## config.mk

```make
export PLATFORM = sky130hd
export DESIGN_NAME = serial_loader
export DESIGN_NICKNAME = d
export VERILOG_FILES = /design/src/rtl/serial_loader.sv
export SDC_FILE = /design/constraint.sdc
export NUM_CORES = 1
export LEC_CHECK = 0
export BUFFER_PORTS_ARGS = -buffer_cell sky130_fd_sc_hd__buf_2
export CORE_ASPECT_RATIO = 0.8
export CORE_MARGIN = 5
export CORE_UTILIZATION = 30
export CTS_CLUSTER_SIZE = 24
export DETAILED_ROUTE_END_ITERATION = 6
export PLACE_DENSITY_LB_ADDON = 0.25
export SLEW_MARGIN = 20
export SYNTH_ARGS = -nofsm -noshare
export SYNTH_HDL_FRONTEND = slang
export SYNTH_SLANG_ARGS = --single-unit
```

## constraint.sdc

```tcl
create_clock -name CLK -period 3.2 [get_ports CLK]
set_input_delay 0.8 -clock CLK [delete_from_list [all_inputs] [get_ports CLK]]
set_output_delay 0.8 -clock CLK [all_outputs]
set_load 0.03 [all_outputs]
```

## src/rtl/serial_loader.sv

```systemverilog
// UART boot loader: 8N1 receiver feeding a length-prefixed image into instruction memory as packed words.
// Latency: byte valid 1 cycle after stop sample, write strobe 1 cycle later; no backpressure, memory must accept every strobe.
module serial_loader #(
    parameter int WAIT_DIV    = 434,
    parameter int WORD_BYTES  = 4,
    parameter int LEN_BYTES   = 4,
    parameter int ADDR_W      = 14,
    parameter int CHECKSUM_EN = 1
) (
    input  logic                    CLK,
    input  logic                    RST_N,
    input  logic                    rxd,
    output logic                    Rdata_valid,
    output logic [7:0]              receive_data,
    output logic                    mem_we,
    output logic [ADDR_W-1:0]       mem_addr,
    output logic [8*WORD_BYTES-1:0] mem_wdata,
    output logic                    Receive_fin,
    output logic                    frame_err,
    output logic                    cksum_err
);

    localparam logic [31:0] HALF_TICKS = 32'(WAIT_DIV / 2 - 1);
    localparam logic [31:0] FULL_TICKS = 32'(WAIT_DIV - 1);
    localparam logic [31:0] LAST_HDR   = 32'(LEN_BYTES - 1);
    localparam logic [31:0] LAST_LANE  = 32'(WORD_BYTES - 1);

    typedef enum logic [2:0] {
        B_IDLE,
        B_START,
        B_DATA,
        B_STOP,
        B_WAIT_HIGH
    } bit_state_t;

    typedef enum logic [1:0] {
        S_LEN,
        S_DATA,
        S_CKSUM,
        S_FIN
    } load_state_t;

    // ------------------------------------------------------------------
    // Line synchroniser and bit engine
    // ------------------------------------------------------------------
    logic [2:0]  rx_sync;
    logic        rx_s;
    bit_state_t  bit_state;
    logic [31:0] bit_tmr;
    logic [2:0]  bit_idx;
    logic [7:0]  shreg;
    logic        ferr_pulse;

    assign rx_s = rx_sync[2];

    always_ff @(posedge CLK or negedge RST_N) begin
        if (!RST_N) begin
            rx_sync <= 3'b111;
        end else begin
            rx_sync <= {rx_sync[1:0], rxd};
        end
    end

    always_ff @(posedge CLK or negedge RST_N) begin
        if (!RST_N) begin
            bit_state    <= B_IDLE;
            bit_tmr      <= '0;
            bit_idx      <= '0;
            shreg        <= '0;
            Rdata_valid  <= 1'b0;
            receive_data <= '0;
            frame_err    <= 1'b0;
            ferr_pulse   <= 1'b0;
        end else begin
            Rdata_valid <= 1'b0;
            ferr_pulse  <= 1'b0;
            case (bit_state)
                B_IDLE: begin
                    bit_tmr <= '0;
                    if (!rx_s) begin
                        bit_state <= B_START;
                    end
                end
                B_START: begin
                    if (bit_tmr == HALF_TICKS) begin
                        bit_tmr <= '0;
                        bit_idx <= '0;
                        // A line that is high again mid start bit was a glitch.
                        bit_state <= rx_s ? B_IDLE : B_DATA;
                    end else begin
                        bit_tmr <= bit_tmr + 32'd1;
                    end
                end
                B_DATA: begin
                    if (bit_tmr == FULL_TICKS) begin
                        bit_tmr <= '0;
                        shreg   <= {rx_s, shreg[7:1]};
                        bit_idx <= bit_idx + 3'd1;
                        if (bit_idx == 3'd7) begin
                            bit_state <= B_STOP;
                        end
                    end else begin
                        bit_tmr <= bit_tmr + 32'd1;
                    end
                end
                B_STOP: begin
                    if (bit_tmr == FULL_TICKS) begin
                        bit_tmr <= '0;
                        if (rx_s) begin
                            Rdata_valid  <= 1'b1;
                            receive_data <= shreg;
                            bit_state    <= B_IDLE;
                        end else begin
                            frame_err  <= 1'b1;
                            ferr_pulse <= 1'b1;
                            bit_state  <= B_WAIT_HIGH;
                        end
                    end else begin
                        bit_tmr <= bit_tmr + 32'd1;
                    end
                end
                B_WAIT_HIGH: begin
                    if (rx_s) begin
                        bit_state <= B_IDLE;
                    end
                end
                default: bit_state <= B_IDLE;
            endcase
        end
    end

    // ------------------------------------------------------------------
    // Loader FSM
    // ------------------------------------------------------------------
    load_state_t             load_state;
    logic [31:0]             hdr_cnt;
    logic [31:0]             byte_cnt;
    logic [31:0]             len;
    logic [7:0]              sum;
    logic [8*WORD_BYTES-1:0] word_buf;
    logic [ADDR_W-1:0]       word_idx;

    logic [31:0]             len_next;
    logic [31:0]             lane;
    logic [8*WORD_BYTES-1:0] word_next;
    logic                    last_byte;
    logic                    lane_full;

    always_comb begin
        len_next  = len | (32'(receive_data) << {hdr_cnt[1:0], 3'b000});
        lane      = byte_cnt % 32'(WORD_BYTES);
        last_byte = (byte_cnt == len - 32'd1);
        lane_full = (lane == LAST_LANE);
        word_next = word_buf;
        for (int l = 0; l < WORD_BYTES; l++) begin
            if (lane == 32'(l)) begin
                word_next[8*l +: 8] = receive_data;
            end
        end
    end

    always_ff @(posedge CLK or negedge RST_N) begin
        if (!RST_N) begin
            load_state  <= S_LEN;
            hdr_cnt     <= '0;
            byte_cnt    <= '0;
            len         <= '0;
            sum         <= '0;
            word_buf    <= '0;
            word_idx    <= '0;
            mem_we      <= 1'b0;
            mem_addr    <= '0;
            mem_wdata   <= '0;
            Receive_fin <= 1'b0;
            cksum_err   <= 1'b0;
        end else begin
            mem_we <= 1'b0;
            if (ferr_pulse && load_state != S_FIN) begin
                // Abort: any partly filled word is simply never written.
                load_state  <= S_FIN;
                Receive_fin <= 1'b1;
            end else if (Rdata_valid) begin
                case (load_state)
                    S_LEN: begin
                        len <= len_next;
                        if (hdr_cnt == LAST_HDR) begin
                            hdr_cnt  <= '0;
                            byte_cnt <= '0;
                            if (len_next != 32'd0) begin
                                load_state <= S_DATA;
                            end else if (CHECKSUM_EN != 0) begin
                                load_state <= S_CKSUM;
                            end else begin
                                load_state  <= S_FIN;
                                Receive_fin <= 1'b1;
                            end
                        end else begin
                            hdr_cnt <= hdr_cnt + 32'd1;
                        end
                    end
                    S_DATA: begin
                        sum      <= sum + receive_data;
                        byte_cnt <= byte_cnt + 32'd1;
                        if (lane_full || last_byte) begin
                            mem_we    <= 1'b1;
                            mem_addr  <= word_idx;
                            mem_wdata <= word_next;
                            word_idx  <= word_idx + 1'b1;
                            word_buf  <= '0;
                        end else begin
                            word_buf <= word_next;
                        end
                        if (last_byte) begin
                            if (CHECKSUM_EN != 0) begin
                                load_state <= S_CKSUM;
                            end else begin
                                load_state  <= S_FIN;
                                Receive_fin <= 1'b1;
                            end
                        end
                    end
                    S_CKSUM: begin
                        if (receive_data != sum) begin
                            cksum_err <= 1'b1;
                        end
                        load_state  <= S_FIN;
                        Receive_fin <= 1'b1;
                    end
                    default: ;
                endcase
            end
        end
    end

endmodule

```

* Word-level counts from Yosys, hierarchy flattened *
Index checks and enable logic that the tools add are counted.

storage, ports and cells
  input bits = 3
  logic and storage cells = 124
  flip-flop bits (word level) = 261
  output and inout port bits = 59

operators by class
  shift operators = 1
  reductions and logical operators = 25
  equality and inequality tests = 25
  bitwise gates (word level) = 3
  add/sub/neg operators = 7
  mux-type cells = 42

operators by type and width
  operator                                               count
  2-to-1 mux 32 bit                                      5
  adder 32 x 1 -> 32 bit (second input constant)         3
  one-hot mux 32 bit (3 select lines)                    1
  one-hot mux 32 bit (2 select lines)                    1
  equality test 32 x 2 -> 1 bit (second input constant)  1
  equality test 32 bit                                   1
  equality test 32 x 8 -> 1 bit (second input constant)  1
  equality test 32 x 9 -> 1 bit (second input constant)  1
  zero test 32 bit                                       1
  2-to-1 mux 8 bit                                       4
  bitwise OR 32 bit                                      1
  nonzero test 32 bit                                    1
  << shifter 8 x 5 -> 32 bit                             1
  subtractor 32 x 1 -> 32 bit (second input constant)    1
  2-to-1 mux 3 bit                                       9
  != test 2 bit (second input constant)                  8
  AND reduction 4 bit                                    4
  one-hot mux 3 bit (5 select lines)                     1
  AND reduction 3 bit                                    5
  adder 14 x 1 -> 14 bit (second input constant)         1
  2-to-1 mux 1 bit                                       13
  2-to-1 mux 2 bit                                       6
  adder 8 bit                                            1
  != test 8 bit                                          1
  other kinds (20)                                       31

* Logic depth before layout (Yosys ltp) *
Gate-level depths: netlist of the first run.

  depth in word-level cells = 8
  mapped depth = 14
  mapped depth without buffers = 11

* Worst setup path before layout of the first run *
OpenSTA, ideal clock, no wires.

  path type = reg-to-reg
  start point = register len[24]
  end point = register mem_addr[10]
  cell stages (with the launch flop) = 11
  required time = 3.075 ns
  data arrival time = 3.009 ns
  slack = 0.067 ns
  cells stage by stage = dfrtp_1 -> buf_2 -> or4_1 -> or4_1 -> xor2_1 -> a41oi_1 -> a2111oi_0 -> nand4_2 -> a21oi_2 -> buf_4 -> mux2_2

between the ends
  word-level cells in the longest chain between the ends = 4

RTL lines
  what                           RTL line  RTL
  start: declaration             138       logic [31:0] len;
  start signal: assignment       185       len <= len_next;
  subtractor 32 x 1 -> 32 bit    152       last_byte = (byte_cnt == len - 32'd1);
  equality test 32 bit           152
  logical OR 1 bit               204       if (lane_full || last_byte) begin
  AND reduction 4 bit (no line)  n/a
  end signal: assignment         206       mem_addr <= word_idx;
  end: declaration               16        output logic [ADDR_W-1:0] mem_addr,

Every way passes these cells.
A chain may end at the register's enable or synchronous reset.

* Worst setup path after layout of the first run *
  start point = register len[5]
  end point = register mem_addr[1]

The elaborated chain is that of the path after synthesis.

==> results of run 1 <==
-- area by class of cell --
cell class	instances	area share (%)
flip-flops and latches	261	41.25
multi-input cells	937	40.29
repair buffers	154	7.587
clock buffers	40	5.155
well taps	560	4.421
clock inverters	11	0.7105
inverters	25	0.5921
-- cells in the final DEF (no fill, tap or decap), types with 10 or more instances in the layout --
master,synthesis,final
a21o_1,31,31
a21oi_1,60,59
a32o_1,24,24
and3_1,34,34
buf_2,9,60
buf_4,5,77
clkbuf_16,0,31
dfrtp_1,258,256
ha_1,24,23
inv_1,25,25
mux2_2,25,23
mux2i_1,34,34
nand2_1,110,109
nand3_1,49,46
nand4_1,37,37
nor2_1,124,122
nor2b_1,13,13
nor3_1,28,26
nor4_1,19,19
o21ai_0,79,79
o31ai_1,11,10
xnor2_1,65,64
xor2_1,43,42
-- power breakdown --
| group | internal (mW) | switching, mW | total (mW) |
|---|---|---|---|
| sequential | 3.30 | 0.00146 | 3.31 |
| combinational | 0.0154 | 0.0674 | 0.0828 |
| clock | 1.93 | 1.37 | 3.30 |
| total | 5.25 | 1.44 | 6.69 |
-- path summary, 6_finish.rpt --
path	start	depth (start not counted)	to	slack, ns
setup / recovery	len[5]	11	mem_addr[1]	0.06
hold / removal	RST_N	1	word_idx[13]	0.25
setup reg to reg	len[5]	11	mem_addr[1]	0.06
hold reg to reg	rx_sync[1]	0	rx_sync[2]	0.36
max in group asynchronous	RST_N	2	rx_sync[0]	2.13
min in group CLK	rxd	1	rx_sync[0]	0.36
-- metal layers --
layer	global-route usage (%)	up-vias	wire (um)
met1	20.65	5071	17330
li1	-	4874	-
met5	0	-	0
met4	2.549	0	574
met3	2.522	47	1553
met2	20.78	160	14670
-- repair_timing --
action,CTS,global route
endpoints found under the setup margin,93,98
pin swaps,1,11
cloned,2,3
buffers inserted,3,6
resized for setup,18,33
hold endpoints to repair,0,0
-- state kept, by name, summed over array words and instances (netlist names) --
signal,flops
bit_tmr,32
byte_cnt,32
hdr_cnt,32
len,32
mem_wdata,32
word_buf,32
mem_addr,14
word_idx,14
receive_data,8
shreg,8
sum,8
bit_idx,3
bit_state,3
rx_sync,3
load_state,2
Rdata_valid,1
Receive_fin,1
cksum_err,1
ferr_pulse,1
frame_err,1
mem_we,1
-- stage by stage --
stage	utilization, %	hold WS (ns)	worst slack [ns]	std cells	total power, mW
after global routing	36.74	0.2847	-0.07374	1988	6.914
final	36.74	0.2471	0.05609	1988	6.690
after detailed placement	33.62	0.3484	-0.2243	1923	3.455
after floorplan	-	0.3452	0.06660	1286	3.366
after global placement	33.62	0.3478	-0.1447	1923	3.454
after CTS	36.13	0.2722	-0.04820	1979	6.803
-- cell families (layout without fill, tap and decap cells) --
kind of cell	after synthesis	in the layout	synth area share [%]
simple gates	474	475	18.61
xor+xnor	108	108	7.221
compound gates	264	264	13.51
flops	261	261	49.89
mux	65	65	5.263
buf+inv	89	230	3.066
fa+ha+maj	25	25	2.445
==> summary.md, run 1 <==
| Metric | Value |
|---|---|
| Synthesized cell area | ~0.013 mm2 |
| DIE HEIGHT | slightly below 200 um |
| Cts bufs inserted | 29 |
| Bufs and invs on worst path | 3 |
| Worst Hold Class | input pin to async pin |
| Number of routed nets with antenna violations | 0 |
| Syn Inst Count | roughly 1.3k |
| Root buf cell | clkbuf_16 |
| Reg area | 0.006538 mm2 |
| Clock Latency Late Sink | around 0.57 ns |
| Routability cong. | 0.8335 |
| Pwr dens | between 400 and 500 mW/mm2 |
| Crit path max-delay family | simple AND/OR/NAND/NOR gates |
| Final WL | approximately 34,000 um |
| IO buf count | about 60 |
| Clock slew at reported path FFs | around 0.07 ns |
| Post-synth EDFFs | 0 |
| Initial antenna violation count | 0 |
| TritonCTS clock tree | done |
| Design area | 0.01585 mm2 |
| Crit-path cells | nor4_4 > buf_4 > and4_4 > a22oi_1 > a211o_1 > nor4_4 > nand4_4 > a21oi_4 > buf_6 > buf_16 > mux2_4 |
| Final hold violations | 0 |
| Peak Freq | 318.1 MHz |
| Asr flop ratio synth | 100.0% |
| Row count | 68 |
| Yosys reg bits | between 200 and 300 |
| Max incr delay on CP | ~0.44 ns |
| Leak pwr | 7.603 nW |
| First-pass GRT wire length | 54,210 um |
| RSZ-0062 raised after global routing | true |
| Layout cells sized above 1 | between 10% and 20% |
| Setup Crit Path Kind | register to register |
| CTS hold repair buffers | 0 |
| Most common cell in the netlist | dfrtp_1 |
| Wire length per cell | ~17 um |
| Fin crit share | around 100% |
| Setup total negative slack | 0 ns |
| Worst endpoint required time | about 3.7 ns |
| Outcome | finished, final reports clean |
| Die outline area | about 0.048 mm2 |
| CP Launch Type | register |
| 1st-iter DRT viols | slightly above 700 |
| Largest net degree at the start of global routing | 89 |
| Max VDD drop | approximately 0.35 mV |
| Ant diodes | 0 |
| CP Capture Type | register |
| Finish-stage setup viols | 0 |
| Vias in the first global route | 9,783 |
| Post-Syn Nets | between 1k and 1.5k |
| CP dominant cell by count | nor4_4 |
| DP HPWL | around 23,000 um |
| CP max-delay cell | dfrtp_2 |
| Predominant post-synthesis flop cell | dfrtp_1 |
| Yosys warns | 0 |
| Placed Area | ~0.015 mm2 |
| Netlist cell types | 67 |
| I/O Pins | 62 |
| Avg Cell Area, Syn | ~10 um2 |
| Die Width | 243.6 um |
| TritonCTS Sinks | approximately 260 |
| Crit-path max FO | 8 |
| FILL cells | between 4k and 5k |
| Gr usage total | 13.68% |
| Max Slew Vio Count | 0 |
| Total grt overflow | 0 |
| Slew @ Worst Pin | between 0.8 and 0.9 ns |
| Clock skew | ~0.022 ns |
| Starting Density | between 30% and 40% |
| Top cells by count, synth | 258 x dfrtp_1, 124 x nor2_1, 110 x nand2_1 |
| Max clock buf depth | 3 |
| Vias | a little over 10k |
| Final layout net count | about 1.4k |
| Worst Path Arrival | approximately 3.6 ns |
| Register area share after synthesis | 49.89% |
| Yosys top cell area share | between 40% and 50% |
| Period minus WS final | approximately 3.1 ns |
| Area leader, netlist | dfrtp_1 |
| Leading post-synthesis cells by cell area | dfrtp_1 49%, xnor2_1 4.3%, nor2_1 3.6% |
| DRC | 0 |
| Core area | 0.04314 mm2 |
| Multi-input gate area | about 0.0064 mm2 |
| # Max-Cap Violations | 0 |
| Layout area overhead | 21.00% |
| CTS H-tree depth | 1 |
| Via-to-Cell Ratio | roughly 5.1 |
| Initial DRT Pass Iterations | 5 |
| Rel. slew slack | 45.56% |
(Power assumes the default switching activity.)
==> run 2, diff against run 1 <==
--- a/config.mk
+++ b/config.mk
@@ -12,6 +12,7 @@
 export CTS_CLUSTER_SIZE = 24
 export DETAILED_ROUTE_END_ITERATION = 6
 export PLACE_DENSITY_LB_ADDON = 0.25
+export RECOVER_POWER = 100
 export SLEW_MARGIN = 20
 export SYNTH_ARGS = -nofsm -noshare
 export SYNTH_HDL_FRONTEND = slang
==> summary.md, run 2 (synthesis gave the netlist of run 1 again) <==
| Metric | Value |
|---|---|
| Outcome | finished with violations |
| Failing checks | max-capacitance violations, max-slew violations |
| Core Util, Final | 36.53% (-0.21 points) |
| Root buf cell | clkbuf_16 |
| IO buf count | 61 (unchanged) |
| Dpl cells | 1,923 (unchanged) |
| Vias | 10.18k (+0.23%) |
| DP HPWL | 23,070 um (unchanged) |
| Final WL | 34,140 um (about the same) |
| Pre-CTS setup slack | -0.2243 ns (unchanged) |
| Total grt overflow | 0 (unchanged) |
| Setup total negative slack | 0 ns (unchanged) |
| I/O Pins | 62 (unchanged) |
| Reg power frac | 49.4% (about the same) |
| Peak Freq | 317.3 MHz (-0.25%) |
| Clock skew | 0.02386 ns (+0.001511 ns) |
| Internal power | 5.249 mW (about the same) |
| Most frequent cells in the layout | 256 x dfrtp_1, 122 x nor2_1, 109 x nand2_1 |
| Die outline area | 0.04797 mm2 (unchanged) |
| CP Launch Type | register |
| Layout area overhead | 20.29% |
| Worst Path Arrival | 3.60 ns (about the same) |
| Design area | 0.01576 mm2 (-0.58%) |
| Starting Density | 30.37% (unchanged) |
| First-pass GRT wire length | 54,210 um (unchanged) |
| Gr usage total | 13.68% (unchanged) |
| Setup Crit Path Kind | register to register |
| Total power | 6.689 mW (about the same) |
| # Max-Cap Violations | 1 (+1) |
| Reg-to-reg slack, setup | 0.05 ns (about the same) |
| Max clock buf depth | 3 (unchanged) |
| Clock Latency Late Sink | 0.57 ns (about the same) |
| Reg area | 0.006538 mm2 (unchanged) |
| Comb pwr share | 1.2% (about the same) |
| Pwr dens | 424.5 mW/mm2 (+0.58%) |
| Fin crit share | 98.50% (+0.25 points) |
| Crit-path max FO | 8 (unchanged) |
| Setup ws final | 0.04807 ns (-0.008020 ns) |
| Met3 Resource Use GR | 2.522% (unchanged) |
| Max Slew Vio Count | 86 (+86) |
| Placed Area | 0.01450 mm2 (unchanged) |
| Commonest non-fill, non-tap cell in the layout | dfrtp_1 |
| Core area | 0.04314 mm2 (unchanged) |
| Met1 usage | 20.65% (unchanged) |
| Slew @ Worst Pin | 2.374 ns (+1.557 ns) |
| FILL cells | 4,267 (+0.71%) |
| Switching share of total power | 21.52% (+0.050 points) |
| 1st-iter DRT viols | 666 (-6.7%) |
| Clock power share | 49.4% (about the same) |
| Wire length per cell | 17.17 um (about the same) |
| Final hold violations | 0 (unchanged) |
| Number of routed nets with antenna violations | 0 (unchanged) |
| Initial DRT Pass Iterations | 5 (unchanged) |
| Layout cells sized above 1 | 17.30% (-2.5 points) |
| Ant diodes | 0 (unchanged) |
| Final layout net count | 1,436 (unchanged) |
| Initial antenna violation count | 0 (unchanged) |
| Row count | 68 (unchanged) |
| DRC | 0 (unchanged) |
| Rel. slew slack | -58.24% (-100 points) |
| CP Capture Type | register |
| Largest net degree at the start of global routing | 89 (unchanged) |
| P_sw | 1.440 mW (+0.22%) |
| Min Hold Slack | 0.3417 ns (+0.09452 ns) |
| Routability cong. | 0.8335 (unchanged) |
| DIE HEIGHT | 196.9 um (unchanged) |
| Worst endpoint required time | 3.65 ns (about the same) |
| Via-to-Cell Ratio | 5.118 (+0.23%) |
| Clock slew at reported path FFs | 0.06 ns (about the same) |
| Worst Hold Class | input pin to register |
| Period minus WS final | 3.152 ns (+0.008020 ns) |
| Leak pwr | 7.440 nW (-2.1%) |
| CTS H-tree depth | 1 (unchanged) |
| M2 GR Usage | 20.78% (unchanged) |
| CTS hold repair buffers | 0 (unchanged) |
| Die Width | 243.6 um (unchanged) |
| Busiest grt layer | met2 |
| Finish-stage setup viols | 0 (unchanged) |
| Multi-input gate area | 0.006385 mm2 (unchanged) |
| TritonCTS clock tree | done |
| Cts bufs inserted | 29 (unchanged) |
| Final std cells w/o fill | 1,988 (unchanged) |
| Vias in the first global route | 9,783 (unchanged) |
| Max VDD drop | 0.3494 mV (about the same) |
| RSZ-0062 raised after global routing | true |
| TritonCTS Sinks | 261 (unchanged) |
==> run 2: changes by cell type in the layout (fill, tap and decap cells not counted) <==
cell / before / now
clkbuf_2: 0 / 4
clkbuf_1: 6 / 42
buf_12: 6 / 5
buf_8: 1 / 0
buf_2: 60 / 31
buf_4: 77 / 68
==> run 2: metal layers <==
layer / vias to the layer above / part of all wire [%]
li1: 4880 / -
met1: 5072 / 50
met2: 178 / 43
met3: 45 / 4.8
met4: 0 / 1.7
met5: - / 0
==> run 2: layout make-up <==
cell class              count  share of cell area, %
flip-flops and latches    261                  41.49
multi-input cells         937                  40.52
repair buffers            154                  7.044
clock buffers              40                  5.185
well taps                 560                  4.447
clock inverters            11                 0.7147
inverters                  25                 0.5956
==> run 2: critical path: stages, from the launching register on <==
cell	delay [ns]
dfrtp_1	0.38
or4_4	0.54
or4_4	0.45
xor2_2	0.15
a41oi_2	0.14
a2111oi_2	0.23
buf_4	0.17
nand4_4	0.12
a21oi_4	0.27
buf_6	0.16
buf_16	0.13
mux2_4	0.30
==> run 2: power by group through the flow <==
stage          sequential, mW  clock (mW)  combinational [mW]
4_1_cts                  3.30        3.41              0.0897
3_3_place_gp             3.37           0              0.0889
3_5_place_dp             3.37           0              0.0897
6_report                 3.31        3.31              0.0779
5_1_grt                  3.30        3.51              0.0957
2_1_floorplan            3.37           0            0.000414
==> run 2: worst paths after layout <==
| kind | start | cells after the start | to |
|---|---|---|---|
| worst max-delay path | len[24] | 11 | mem_addr[1] |
| worst min-delay path | rxd | 1 | rx_sync[0] |
| worst max register to register | len[24] | 11 | mem_addr[1] |
| worst min register to register | rx_sync[1] | 0 | rx_sync[2] |
| max in group asynchronous | RST_N | 2 | bit_tmr[23] |
| min in group asynchronous | RST_N | 1 | word_idx[13] |
==> run 2: repair_timing <==
item	CTS	global route
resized for setup	18	33
buffers inserted	3	6
cloned	2	3
endpoints found under the setup margin	93	98
pin swaps	1	11
==> run 3, diff against run 2 <==
--- a/config.mk
+++ b/config.mk
@@ -13,6 +13,7 @@
 export DETAILED_ROUTE_END_ITERATION = 6
 export PLACE_DENSITY_LB_ADDON = 0.25
 export RECOVER_POWER = 100
+export REMOVE_ABC_BUFFERS = 1
 export SLEW_MARGIN = 20
 export SYNTH_ARGS = -nofsm -noshare
 export SYNTH_HDL_FRONTEND = slang
==> summary.md, run 3 (synthesis gave the netlist of run 1 again) <==
| Metric | Value |
|---|---|
| Clock skew | 0.02190 ns (-0.001958 ns) |
| Number of routed nets with antenna violations | 0 (unchanged) |
| Setup Crit Path Kind | register to register |
| DIE HEIGHT | 196.9 um (unchanged) |
| Starting Density | 30.37% (unchanged) |
| Outcome | finished with violations |
| Layout area overhead | 22.01% |
| Commonest non-fill, non-tap cell in the layout | dfrtp_1 |
| Finish-stage setup viols | 38 (+38) |
| Crit-path max FO | 5 (-3) |
| Max incr delay on CP | 0.51 ns (-0.03 ns) |
| Core area | 0.04314 mm2 (unchanged) |
| Failing checks | max-capacitance violations, max-slew violations, negative setup slack |
| Largest net degree at the start of global routing | 68 (-24%) |
| FILL cells | 4,239 (-0.66%) |
| Rel. slew slack | -17.09% (+41 points) |
| Vias | 10.23k (+0.57%) |
| # Max-Cap Violations | 1 (unchanged) |
| First-pass GRT wire length | 56,010 um (+3.3%) |
| Layout cells sized above 1 | 20.15% (+2.9 points) |
| CP Launch Type | register |
| Root buf cell | clkbuf_16 |
| Initial DRT Pass Iterations | 5 (unchanged) |
| 1st-iter DRT viols | 732 (+9.9%) |
| Bufs and invs on worst path | 3 (unchanged) |
| Gr usage total | 14.06% (+0.38 points) |
| TritonCTS Sinks | 261 (unchanged) |
| Cts bufs inserted | 28 (-3.4%) |
| Vias in the first global route | 10.10k (+3.3%) |
| Final WL | 34,410 um (+0.79%) |
| Routability cong. | 0.8130 (-2.5%) |
| Pwr dens | 428.8 mW/mm2 (+1.0%) |
| Ant diodes | 0 (unchanged) |
| Leak pwr | 7.670 nW (+3.1%) |
| Cells on worst reg2reg path | 11 (unchanged) |
| Most frequent cells in the layout | 258 x dfrtp_1, 119 x nor2_1, 108 x nand2_1 |
| Crit-path cells | or4_4 > or4_4 > xor2_2 > a41oi_2 > a2111oi_2 > buf_4 > nand4_4 > a21oi_4 > buf_12 > buf_6 > mux2_4 |
| Setup ws final | -0.08205 ns (-0.1301 ns) |
| Final std cells w/o fill | 1,999 (+0.55%) |
| Initial antenna violation count | 0 (unchanged) |
| Multi-input gate area | 0.006376 mm2 (-0.14%) |
| CTS hold repair buffers | 0 (unchanged) |
| DRC | 0 (unchanged) |
| Clock Latency Late Sink | 0.57 ns (about the same) |
| Clock slew at reported path FFs | 0.07 ns (about the same) |
| Reg area | 0.006535 mm2 (about the same) |
| Worst Hold Class | input pin to register |
| Total grt overflow | 0 (unchanged) |
| Worst Path Arrival | 3.72 ns (+0.12 ns) |
| Die outline area | 0.04797 mm2 (unchanged) |
| I/O Pins | 62 (unchanged) |
| Via-to-Cell Ratio | 5.119 (about the same) |
| Fin crit share | 102.6% (+4.1 points) |
| Max clock buf depth | 3 (unchanged) |
| Crit path max-delay family | simple AND/OR/NAND/NOR gates |
| Dpl cells | 1,935 (+0.62%) |
| RSZ-0062 raised after global routing | true |
| Critical path depth | 11 (unchanged) |
| CP max-delay cell | or4_4 |
| Slew @ Worst Pin | 1.756 ns (-0.6171 ns) |
| Final hold violations | 0 (unchanged) |
| CP Capture Type | register |
| Worst endpoint required time | 3.64 ns (about the same) |
| CTS H-tree depth | 1 (unchanged) |
| Pre-CTS setup slack | -0.1154 ns (+0.1090 ns) |
| Hold Crit Depth | 1 (unchanged) |
| Period minus WS final | 3.282 ns (+0.1301 ns) |
| DP HPWL | 22,780 um (-1.2%) |
| Min Hold Slack | 0.3278 ns (-0.01381 ns) |
| Final layout net count | 1,446 (+0.70%) |
| Max Slew Vio Count | 68 (-21%) |
| TritonCTS clock tree | done |
| Row count | 68 (unchanged) |
| CP dominant cell by count | or4_4 |
| Max VDD drop | 0.3918 mV (+12%) |
| Wire length per cell | 17.22 um (+0.24%) |
| Peak Freq | 304.7 MHz (-4.0%) |
| Die Width | 243.6 um (unchanged) |
| IO buf count | 61 (unchanged) |
[run 3: path summary, 6_finish.rpt]
kind	from	slack (ns)	end
worst max-delay path	len[24]	-0.08	mem_addr[4]
worst min-delay path	rxd	0.33	rx_sync[0]
worst max register to register	len[24]	-0.08	mem_addr[4]
worst min register to register	rx_sync[1]	0.36	rx_sync[2]
max in group asynchronous	RST_N	0.70	bit_tmr[15]
min in group asynchronous	RST_N	0.71	word_idx[2]
[run 3: stage by stage]
step | utilization (%) | cell area (um2) | TNS [ns] | total power, mW
CTS | 36.34 | 15680 | 0 | 6.969
detailed placement | 33.77 | 14570 | -3.946 | 3.449
global route | 37.05 | 15980 | -14.04 | 7.098
finish | 37.05 | 15980 | -1.264 | 6.853
floorplan | - | 12790 | -111.05 | 3.366
global placement | 33.77 | 14570 | -1.452 | 3.448
[run 3: area by class of cell]
cell class                 instances  area share, %
timing repair buffer             165          8.001
multi-input combinational        937          39.90
clock inverter                    13          1.182
sequential                       261          40.89
clock buffer                      38          5.058
inverter                          25         0.5872
tap                              560          4.384
[run 3: routing by layer]
metal / global-route usage, % / part of all wire (%) / routed length [um] / vias to the layer above
li1: - / - / - / 4897
met1: 21.67 / 51 / 17650 / 5095
met2: 21.00 / 43 / 14670 / 191
met3: 2.061 / 4.1 / 1396 / 50
met4: 3.050 / 2.0 / 696 / 0
met5: 0 / 0 / 0 / -
[run 3: repair_timing]
action / 4_1_cts / 5_1_grt
cloned: 3 / 6
pin swaps: 2 / 13
resized for setup: 9 / 45
setup buffers: 1 / 4
endpoints found under the setup margin: 65 / 91
[run 3: where the power goes]
part / leakage (nW) / switching [mW] / total [mW] / internal [mW]
Sequential: 3.62 / 0.00138 / 3.31 / 3.30
Clock: 0.487 / 1.39 / 3.48 / 2.09
Combinational: 3.56 / 0.0658 / 0.0692 / 0.00346
Total: 7.67 / 1.45 / 6.85 / 5.40
